[src/rtl/vga_scan_ctrl.sv]
// vga_scan_ctrl: raster-scan controller for the 64x32 cell video RAM.
// Divides clk into a pixel tick and runs the horizontal and vertical counters.
// Tracks which cell is being scanned without using a divider, and reads the
// cell's colour from RAM through a two-tick pipeline that keeps rgb aligned
// with hsync and vsync.
//
// Ports:
//   clk          system clock
//   rst_n        asynchronous active-low reset
//   addr_read    video RAM read address {cell_row[4:0], cell_col[5:0]}
//   ram_dout     video RAM read data, valid one clk after addr_read
//   rgb          pixel colour {r,g,b}, 0 during blanking
//   hsync/vsync  active-low sync outputs
//   frame_start  one-clk pulse when the scan wraps back to (0,0)
module vga_scan_ctrl #(
  parameter int CLK_DIV  = 2,
  parameter int H_ACTIVE = 640,
  parameter int H_FP     = 16,
  parameter int H_SYNC   = 96,
  parameter int H_BP     = 48,
  parameter int V_ACTIVE = 480,
  parameter int V_FP     = 10,
  parameter int V_SYNC   = 2,
  parameter int V_BP     = 33,
  parameter int CELL_W   = 10,
  parameter int CELL_H   = 15
) (
  input  logic        clk,
  input  logic        rst_n,
  output logic [10:0] addr_read,
  input  logic [2:0]  ram_dout,
  output logic [2:0]  rgb,
  output logic        hsync,
  output logic        vsync,
  output logic        frame_start
);

  localparam int H_TOTAL = H_ACTIVE + H_FP + H_SYNC + H_BP;
  localparam int V_TOTAL = V_ACTIVE + V_FP + V_SYNC + V_BP;
  localparam int HW  = $clog2(H_TOTAL);
  localparam int VW  = $clog2(V_TOTAL);
  localparam int DW  = $clog2(CLK_DIV);
  localparam int CSW = $clog2(CELL_W + 1);
  localparam int RSW = $clog2(CELL_H + 1);

  localparam logic [DW-1:0]  DIV_LAST   = DW'(CLK_DIV - 1);
  localparam logic [HW-1:0]  H_LAST     = HW'(H_TOTAL - 1);
  localparam logic [HW-1:0]  H_ACT      = HW'(H_ACTIVE);
  localparam logic [HW-1:0]  H_ACT_LAST = HW'(H_ACTIVE - 1);
  localparam logic [HW-1:0]  HS_BEG     = HW'(H_ACTIVE + H_FP);
  localparam logic [HW-1:0]  HS_END     = HW'(H_ACTIVE + H_FP + H_SYNC);
  localparam logic [VW-1:0]  V_LAST     = VW'(V_TOTAL - 1);
  localparam logic [VW-1:0]  V_ACT      = VW'(V_ACTIVE);
  localparam logic [VW-1:0]  V_ACT_LAST = VW'(V_ACTIVE - 1);
  localparam logic [VW-1:0]  VS_BEG     = VW'(V_ACTIVE + V_FP);
  localparam logic [VW-1:0]  VS_END     = VW'(V_ACTIVE + V_FP + V_SYNC);
  localparam logic [CSW-1:0] COL_LAST   = CSW'(CELL_W - 1);
  localparam logic [RSW-1:0] ROW_LAST   = RSW'(CELL_H - 1);

  logic [DW-1:0]  div;
  logic           tick;
  logic [HW-1:0]  h_cnt;
  logic [VW-1:0]  v_cnt;
  logic [CSW-1:0] col_sub;
  logic [RSW-1:0] row_sub;
  logic [5:0]     cell_col;
  logic [4:0]     cell_row;
  logic           h_last, v_last, h_act, v_act;
  logic           blank1, hs1, vs1;

  assign tick   = (div == DIV_LAST);
  assign h_last = (h_cnt == H_LAST);
  assign v_last = (v_cnt == V_LAST);
  assign h_act  = (h_cnt < H_ACT);
  assign v_act  = (v_cnt < V_ACT);

  // Pixel tick divider: first tick lands CLK_DIV clks after reset release.
  always_ff @(posedge clk or negedge rst_n) begin
    if (!rst_n) div <= '0;
    else        div <= tick ? '0 : div + DW'(1);
  end

  // Raster counters and cell tracking.  The last cell column/row is held
  // (no increment on the final active pixel/line) so the 6/5-bit cell
  // counters only return to 0 through the wrap clears.
  always_ff @(posedge clk or negedge rst_n) begin
    if (!rst_n) begin
      h_cnt    <= '0;
      v_cnt    <= '0;
      col_sub  <= '0;
      row_sub  <= '0;
      cell_col <= '0;
      cell_row <= '0;
    end else if (tick) begin
      h_cnt <= h_last ? '0 : h_cnt + HW'(1);
      if (h_last) v_cnt <= v_last ? '0 : v_cnt + VW'(1);

      if (h_last) begin
        col_sub  <= '0;
        cell_col <= '0;
      end else if (h_act) begin
        if (col_sub == COL_LAST) begin
          col_sub <= '0;
          if (h_cnt != H_ACT_LAST) cell_col <= cell_col + 6'd1;
        end else begin
          col_sub <= col_sub + CSW'(1);
        end
      end

      if (h_last) begin
        if (v_last) begin
          row_sub  <= '0;
          cell_row <= '0;
        end else if (v_act) begin
          if (row_sub == ROW_LAST) begin
            row_sub <= '0;
            if (v_cnt != V_ACT_LAST) cell_row <= cell_row + 5'd1;
          end else begin
            row_sub <= row_sub + RSW'(1);
          end
        end
      end
    end
  end

  // Two-stage output pipeline, advanced on tick only.  Stage 1 issues the
  // RAM address (held through blanking); stage 2 samples ram_dout, which
  // has had at least one clk to settle since addr_read changed.
  always_ff @(posedge clk or negedge rst_n) begin
    if (!rst_n) begin
      addr_read <= '0;
      blank1    <= 1'b1;
      hs1       <= 1'b1;
      vs1       <= 1'b1;
      rgb       <= '0;
      hsync     <= 1'b1;
      vsync     <= 1'b1;
    end else if (tick) begin
      if (h_act && v_act) addr_read <= {cell_row, cell_col};
      blank1 <= !(h_act && v_act);
      hs1    <= !((h_cnt >= HS_BEG) && (h_cnt < HS_END));
      vs1    <= !((v_cnt >= VS_BEG) && (v_cnt < VS_END));
      rgb    <= blank1 ? 3'd0 : ram_dout;
      hsync  <= hs1;
      vsync  <= vs1;
    end
  end

  // Pulse on the clk following the tick that wraps (H_TOTAL-1, V_TOTAL-1).
  always_ff @(posedge clk or negedge rst_n) begin
    if (!rst_n) frame_start <= 1'b0;
    else        frame_start <= tick && h_last && v_last;
  end

endmodule
[config.mk]
export PLATFORM = sky130hd
export DESIGN_NAME = vga_scan_ctrl
export DESIGN_NICKNAME = d
export VERILOG_FILES = /design/src/rtl/vga_scan_ctrl.sv
export SDC_FILE = /design/constraint.sdc
export NUM_CORES = 1
export LEC_CHECK = 0
export ABC_AREA = 1
export CAP_MARGIN = 20
export CORE_AREA = 2 2 93 95
export DETAILED_ROUTE_END_ITERATION = 10
export DIE_AREA = 0 0 95 97
export PLACE_DENSITY = 0.65
export SKIP_CTS_REPAIR_TIMING = 1
export SLEW_MARGIN = 0
export SYNTH_ARGS = -nofsm -noshare
export SYNTH_HDL_FRONTEND = slang
export SYNTH_SLANG_ARGS = --single-unit
export TNS_END_PERCENT = 1
[constraint.sdc]
create_clock -name clk -period 1.4 [get_ports clk]
set_clock_uncertainty 0.05 [all_clocks]
set_input_delay 0.21 -clock clk [delete_from_list [all_inputs] [get_ports clk]]
set_output_delay 0.21 -clock clk [all_outputs]
set_load 0.05 [all_outputs]
== After elaboration in Yosys (flattened, before gate mapping) ==
Index checks and enable logic that the tools add are counted.

* Magnitude comparators: 6
* Reduce and logical (&&, ||, !) cells: 20
* Muxes and demuxes: 18
* Eq/ne operators: 6
* Add/sub/neg operators: 7

{| class="wikitable"
|+ Operators by type and width
! operator !! number
|-
| $mux 4 || 6
|-
| $mux 6 || 4
|-
| $add 10x1->10 const B || 2
|-
| $eq 10x10->1 const B || 2
|-
| $lt 10x10->1 const B || 2
|-
| $lt 10x9->1 const B || 2
|-
| $mux 10 || 2
|-
| $mux 5 || 4
|-
| $reduce_bool 2->1 || 6
|-
| $ge 10x10->1 const B || 1
|-
| $ge 10x9->1 const B || 1
|-
| $ne 10x10->1 const B || 1
|-
| $ne 10x9->1 const B || 1
|-
| $add 4x1->4 const B || 2
|-
| $eq 4x4->1 const B || 2
|-
| $add 6x1->6 const B || 1
|-
| $reduce_and 2->1 || 3
|-
| $add 5x1->5 const B || 1
|-
| $logic_and 1x1->1 || 5
|-
| $reduce_and 5->1 || 1
|-
| $reduce_and 4->1 || 1
|-
| $logic_not 1->1 || 3
|-
| $mux 3 || 1
|-
| $reduce_and 3->1 || 1
|-
| 2 further kinds || 2
|}

* Bits in registers: 60
* Logic and storage cells: 72
* Output and inout port bits: 17
* Input bits: 5

== Longest topological paths before layout ==
Gate-level depths: netlist of the first run.

* Depth after elaboration: 5
* Depth in mapped cells: 11
* Gate-level depth less buffers: 10

== Least setup slack after synthesis of the first run ==
Ideal clock, no wire load.

* Path type: register -> register
* Start point: register v_cnt[0]
* End point: register cell_row[1]
* Slack: -0.139 ns
* Data arrival time: 1.369 ns
* Cell stages (with the launch flop): 10
* Cells stage by stage: dfrtp_1 -> inv_1 -> ha_1 -> nand2_1 -> nor2_1 -> nand3_2 -> nand2_1 -> nand3_2 -> nand2_1 -> o21ai_1

* Word-level cells in the longest chain between the ends: 3
* Elaborated cells on any way between the ends: 8
* Classes of those cells: order compare: 1; eq/ne: 2; mux: 1; reduce/logical: 4

{| class="wikitable"
|+ RTL lines
! what !! line !! text
|-
| start: declaration || 63 || <nowiki>logic [VW-1:0] v_cnt;</nowiki>
|-
| start signal: assignment || 96 || <nowiki>if (h_last) v_cnt <= v_last ? '0 : v_cnt + VW'(1);</nowiki>
|-
| $lt 10x9->1, or another cell as far along || 75 || <nowiki>assign v_act = (v_cnt < V_ACT);</nowiki>
|-
| $reduce_bool 2->1 (no line) || -- ||
|-
| $reduce_and 5->1 (no line) || -- ||
|-
| end signal: assignment || 117 || <nowiki>if (v_cnt != V_ACT_LAST) cell_row <= cell_row + 5'd1;</nowiki>
|-
| end: declaration || 67 || <nowiki>logic [4:0] cell_row;</nowiki>
|}

Parallel ways exist; a longest one is shown, timed or not.
A chain may end at the register's enable or synchronous reset.

== Worst setup path after layout of the first run ==
* Start point: register h_cnt[1]
* End point: register cell_row[0]

* Word-level cells in the longest chain between the ends: 2

{| class="wikitable"
|+ RTL lines
! what !! line !! text
|-
| start: declaration || 62 || <nowiki>logic [HW-1:0] h_cnt;</nowiki>
|-
| start signal: assignment || 95 || <nowiki>h_cnt <= h_last ? '0 : h_cnt + HW'(1);</nowiki>
|-
| $eq 10x10->1 || 72 || <nowiki>assign h_last = (h_cnt == H_LAST);</nowiki>
|-
| $reduce_and 5->1 (no line) || -- ||
|}

Every way passes these cells.

==> results.py, run 1 <==
metrics = {
    "run_status": {
        "status": "complete, but fails checks",
        "violations": "setup timing",
    },
    "logic_synthesis": {
        "synth_cells": 405,
        "syn_area_um2": 3240,
        "synth_top_family_by_area": "simple AND/OR/NAND/NOR gates",
        "synth_mux_area_frac": 0,
        "syn_nets": 420,
        "synthDistinctLibCells": 35,
        "ys_seq_area_frac": 0.465,
        "synth_top_area_share": 0.425,
        "synth-simple-area-share": 0.330,
        "yosys-top-cells-area": "dfrtp_1 (42%), nand2_1 (14%), inv_1 (5.2%), nand3_1 (4.8%), dfstp_2 (4.1%)",
        "netlist_top_cells_count": "nand2_1 (122), dfrtp_1 (55), inv_1 (45)",
        "synth_compound_area_frac": 0.0657,
        "synth_area_leader_cell": "dfrtp_1",
        "synth_edf_count": 0,
        "yosysMostFrequentCell": "nand2_1",
        "synthAdderAreaFrac": 0.0386,
        "synthFlopType": "dfrtp_1",
        "synth_warnings": 0,
        "async_reset_ff_frac": 1.00,
        "synth-xor-area-share": 0.0270,
        "synth_seq_cells": 60,
        "avgSynthCellArea_um2": 8.00,
    },
    "final_layout": {
        "drive_above_1_share": 0.302,
        "area_growth_pct": 40.6,
        "regArea_um2": 1510,
        "diodes": 0,
        "layout.nets": 517,
        "utilization": 0.560,
        "postLayoutCellArea_um2": 4550,
        "multi_input_comb_area_um2": 1570,
        "fillCellCount": 718,
    },
    "floorplan": {
        "core.rowCount": 33,
        "dieWidth_um": 95,
        "core_um2": 8130,
        "dieHeight_um": 97,
        "ios": 22,
        "die-area_um2": 9220,
        "initial_core_util": 0.398,
    },
    "detailed_routing": {
        "num_vias": 2930,
        "drc": 0,
        "finalWirelength_mm": 7.31,
        "drt_first_pass_iters": 4,
        "postRouteAntennaNets": 0,
        "vias_per_cell": 4.79,
        "drt-initial-drc-count": 122,
        "wl_per_cell_um": 12.0,
    },
    "placement": {
        "hpwl_mm": 5.40,
        "dpl_cell_area_um2": 4220,
        "io_buffer_count": 21,
        "place.gp.congestion": 0.875,
    },
    "setup_path": {
        "setup.worst_path.end_class": "register",
        "critPathLaunchType": "register",
        "crit_arrival_ps": 1850,
        "required_ps": 1600,
        "crit_fanout": 6,
        "crit_type": "register to register",
    },
    "clock_network": {
        "cts_made_buffers": 9,
        "htree_levels": 3,
        "clock_path_buffers": 2,
        "cts_tree": "yes",
        "clk_pin_slew_ps": 70,
        "insertion_delay_ps": 350,
        "cts_root_buffer": "clkbuf_8",
        "clock_sinks": 60,
    },
    "grt": {
        "grt_max_degree": 22,
        "grt_pass1_wl_mm": 12.8,
        "grt_pass1_vias": 2840,
        "grt_use_total": 0.175,
        "grt_overflow": 0,
        "antenna_found_initial": 0,
    },
    "power": {
        "power_density_nw_per_um2": 704,
        "p_leak_nw": 2.31,
        "total_power_mw": 3.21,
        "ir_drop_uv": 514,
    },
    "sta": {
        "grt_setup_unrepaired": "yes",
        "whs_ps": 284,
        "hold_violations": 0,
        "slew_headroom": 0.708,
        "period_minus_slack_ps": 1650,
        "fin_setup_tns_ps": -6400,
        "worst_slack_ps": -252,
        "setup_viol": 35,
        "post-route-period-util": 1.18,
        "worst_pin_slew_ps": 438,
        "fmax_mhz": 605,
        "slew_viol_final": 0,
    },
    "min_path": {
        "hold_class": "primary input to asynchronous set/reset pin",
    },
    "run": {
        "maxCapViolCount": 0,
    },
}
[through the flow]
stage / setup slack [ps] / cells
2_1_floorplan: -104 / 405
3_3_place_gp: -188 / 586
3_5_place_dp: -216 / 586
4_1_cts: -242 / 602
5_1_grt: -346 / 612
6_report: -252 / 612
[critical path, stage by stage (launching register included)]
cell and delay, ps:
dfrtp_1 370, ha_2 190, inv_2 40, nor2_4 130, nand4_4 180, nor2_8 180, buf_6 140, buf_6 90
nand4_1 80, nand2_1 70, inv_1 30
[power by group]
part	switching, mW	leakage (nW)	internal (mW)	total, mW
registers	0.00503	0.784	1.74	1.74
logic	0.0583	1.44	0.0397	0.0980
clock network	0.681	0.0872	0.683	1.36
[sequential cells by signal (all words and copies together), names as in the netlist, 3 cells and up]
| name | count |
|---|---|
| h_cnt | 10 |
| cell_row | 5 |
| cell_col | 6 |
| v_cnt | 10 |
| addr_read | 11 |
| rgb | 3 |
| row_sub | 4 |
| col_sub | 4 |
[cells by family (layout without fill, tap and decap cells)]
| group | count (synthesis) | in the layout |
|---|---|---|
| xor+xnor | 10 | 10 |
| buf+inv | 58 | 160 |
| compound gates | 40 | 40 |
| fa+ha+maj | 10 | 10 |
| flops | 60 | 60 |
| simple gates | 227 | 227 |
[per-layer routing]
metal / up-vias / global-route usage / routed length, um
li1: 1505 / - / -
met1: 1352 / 0.225 / 3380
met2: 56 / 0.285 / 3470
met3: 17 / 0.0366 / 272
met4: 0 / 0.0736 / 190
met5: - / 0 / 0
[placed cells by master, fill, tap and decap left out, types with 5 or more instances in the layout]
cell type / count
o21ai_1: 8
nand4_1: 15
nand2_1: 115
inv_1: 39
nand2_2: 8
clkbuf_8: 10
nand3b_1: 7
ha_1: 8
o21ai_0: 13
nor2_1: 30
dfrtp_1: 54
dfstp_2: 5
xor2_1: 8
a21oi_1: 12
nand3_1: 29
inv_2: 9
nor2_2: 5
buf_12: 20
buf_4: 63
buf_6: 7
[path summary, 6_finish.rpt]
check / startpoint / to / slack (ps) / cells past startpoint
setup / recovery: h_cnt[1] / cell_row[0] / -250 / 10
hold / removal: rst_n / cell_col[1] / 280 / 2
setup reg to reg: h_cnt[1] / cell_row[0] / -250 / 10
hold reg to reg: hs1 / hsync / 420 / 2
max in group asynchronous: rst_n / col_sub[3] / 470 / 3
min in group clk: ram_dout[2] / rgb[2] / 370 / 3
[cell type report]
class | count | share of cell area
timing repair buffer | 95 | 0.219
multi-input combinational | 287 | 0.344
clock buffer | 13 | 0.0327
sequential | 60 | 0.331
tap | 105 | 0.0288
inverter | 49 | 0.0409
clock inverter | 3 | 0.00330
(Power assumes the default switching activity.)
==> run 2: changes to the inputs <==
Settings changed: CTS_BUF_LIST set to sky130_fd_sc_hd__clkbuf_4 sky130_fd_sc_hd__clkbuf_8 sky130_fd_sc_hd__clkbuf_16.
==> run 2 against run 1 <==
  * The flow still finishes with violations (setup timing)
  * Critical path depth unchanged
  * Largest power group unchanged
  * Critical path type unchanged
  * Register-to-register slack about the same
  * Cell area increased by 0.25%
  * Global-route usage unchanged
  * Total power increased by 1.6%
  * Sequential power about the same
  * Largest cell class unchanged
  * First-iteration DRC count increased by 1.6%
  * Worst setup slack got worse by 2.1 ps
  * Cell count unchanged
  * Fmax decreased by 0.13%
==> results.py, run 2 (synthesis gave the netlist of run 1 again) <==
metrics = {
    "run_status": {
        "status": "complete, but fails checks",
        "violations": "setup timing",
    },
    "clock_network": {
        "cts_tree": "yes",
        "htree_levels": 3,
        "insertion_delay_ps": 340,
        "cts_made_buffers": 9,
        "cts_root_buffer": "clkbuf_8",
        "clock_path_buffers": 2,
        "clock_sinks": 60,
        "clk_pin_slew_ps": 70,
    },
    "setup_path": {
        "crit_arrival_ps": 1850,
        "required_ps": 1590,
        "crit_fanout": 6,
        "cp_slowest_cell": "dfrtp_1",
        "crit_type": "register to register",
        "setup.worst_path.end_class": "register",
        "critPathLaunchType": "register",
        "crit_family": "simple AND/OR/NAND/NOR gates",
        "crit_path_frequent_cell": "buf_6",
        "critPathBufInv": 4,
        "crit_path_max_incr_delay_ps": 370,
        "crit_chain": "ha_2 -> inv_2 -> nor2_4 -> nand4_4 -> nor2_8 -> buf_6 -> buf_6 -> nand4_1 -> nand2_1 -> inv_1",
    },
    "placement": {
        "io_buffer_count": 21,
        "place.gp.congestion": 0.875,
        "post-place-ws_ps": -216,
        "hpwl_mm": 5.40,
    },
    "grt": {
        "grt_max_degree": 22,
        "antenna_found_initial": 0,
        "grt_use_met1": 0.224,
        "grt_overflow": 0,
        "grt_pass1_wl_mm": 12.8,
        "grt_use_total": 0.175,
        "grt_pass1_vias": 2837,
        "grt_util_met2": 0.285,
        "gr-usage-met3": 0.0366,
        "grt.busiest_layer": "met2",
    },
    "min_path": {
        "hold_class": "primary input to asynchronous set/reset pin",
    },
    "final_layout": {
        "drive_above_1_share": 0.308,
        "largest_register_ffs": 11,
        "final_common_cell": "nand2_1",
        "final_cell_mix": "nand2_1 (115), buf_4 (63), dfrtp_1 (54)",
        "utilization": 0.561,
        "area_growth_pct": 40.9,
        "diodes": 0,
        "reg_top3": "addr_read x11, h_cnt x10, v_cnt x10",
        "largest_register": "addr_read",
        "layout.nets": 517,
    },
    "detailed_routing": {
        "drt_first_pass_iters": 5,
        "vias_per_cell": 4.79,
        "drc": 0,
        "postRouteAntennaNets": 0,
        "finalWirelength_mm": 7.32,
        "wl_per_cell_um": 12.0,
        "drt-initial-drc-count": 124,
        "num_vias": 2930,
    },
    "sta": {
        "worst_slack_ps": -254,
        "post-route-period-util": 1.18,
        "period_minus_slack_ps": 1650,
        "fmax_mhz": 605,
        "slew_viol_final": 0,
        "setup_viol": 35,
        "grt_setup_unrepaired": "yes",
        "fin_setup_tns_ps": -6370,
        "slew_headroom": 0.708,
        "worst_pin_slew_ps": 437,
        "whs_ps": 291,
        "hold_violations": 0,
    },
    "floorplan": {
        "die-area_um2": 9220,
        "initial_core_util": 0.398,
        "core.rowCount": 33,
        "dieWidth_um": 95,
        "dieHeight_um": 97,
        "core_um2": 8130,
        "ios": 22,
    },
    "run": {
        "maxCapViolCount": 0,
    },
    "power": {
        "p_leak_nw": 2.32,
        "ir_drop_uv": 513,
        "total_power_mw": 3.26,
        "power_density_nw_per_um2": 714,
    },
}
==> run 2: cell counts in the layout (fill, tap and decap cells not counted) <==
No cell type changed its count.
==> run 2: layer usage <==
metal / vias to the layer above / part of all wire
met5: - / 0
met4: 0 / 0.020
met3: 13 / 0.036
met2: 61 / 0.47
met1: 1353 / 0.47
li1: 1503 / -
==> run 2: final timing paths <==
path / cells past startpoint / slack (ps) / end / from
max: 10 / -250 / cell_row[0] / h_cnt[1]
min: 2 / 290 / cell_col[1] / rst_n
max reg2reg: 10 / -250 / cell_row[0] / h_cnt[1]
min reg2reg: 2 / 420 / hsync / hs1
max in group asynchronous: 3 / 470 / col_sub[3] / rst_n
min in group clk: 3 / 370 / rgb[2] / ram_dout[2]
==> run 2: final cells by class <==
class | instances | area (um^2)
Clock buffer | 13 | 160
Clock inverter | 3 | 15.0
Fill cell | 716 | 3570
Inverter | 49 | 186
Multi-Input combinational cell | 287 | 1570
Sequential cell | 60 | 1510
Tap cell | 105 | 131
Timing Repair Buffer | 95 | 997
==> run 2: worst reg2reg max path, cell delays in order, from the launching register on <==
cell     delay, ps
dfrtp_1        370
ha_2           190
inv_2           40
nor2_4         130
nand4_4        180
nor2_8         180
buf_6          140
buf_6           90
nand4_1         80
nand2_1         70
inv_1           30
==> run 2: report_power, final <==
part | internal (mW) | switching (mW) | leakage [nW]
clock | 0.741 | 0.675 | 0.0974
combinational | 0.0397 | 0.0580 | 1.44
sequential | 1.74 | 0.00503 | 0.784
==> run 2: per-stage QoR <==
stage,cell area (um^2),instances
2_1_floorplan,3260,405
3_3_place_gp,4220,586
3_5_place_dp,4220,586
4_1_cts,4390,602
5_1_grt,4570,612
6_report,4570,612
==> run 3: changes to the inputs <==
Settings changed: SLEW_MARGIN 0 to 40.
==> results of run 3 <==
The final DEF is identical to that of run 2; final timing and power are the same.
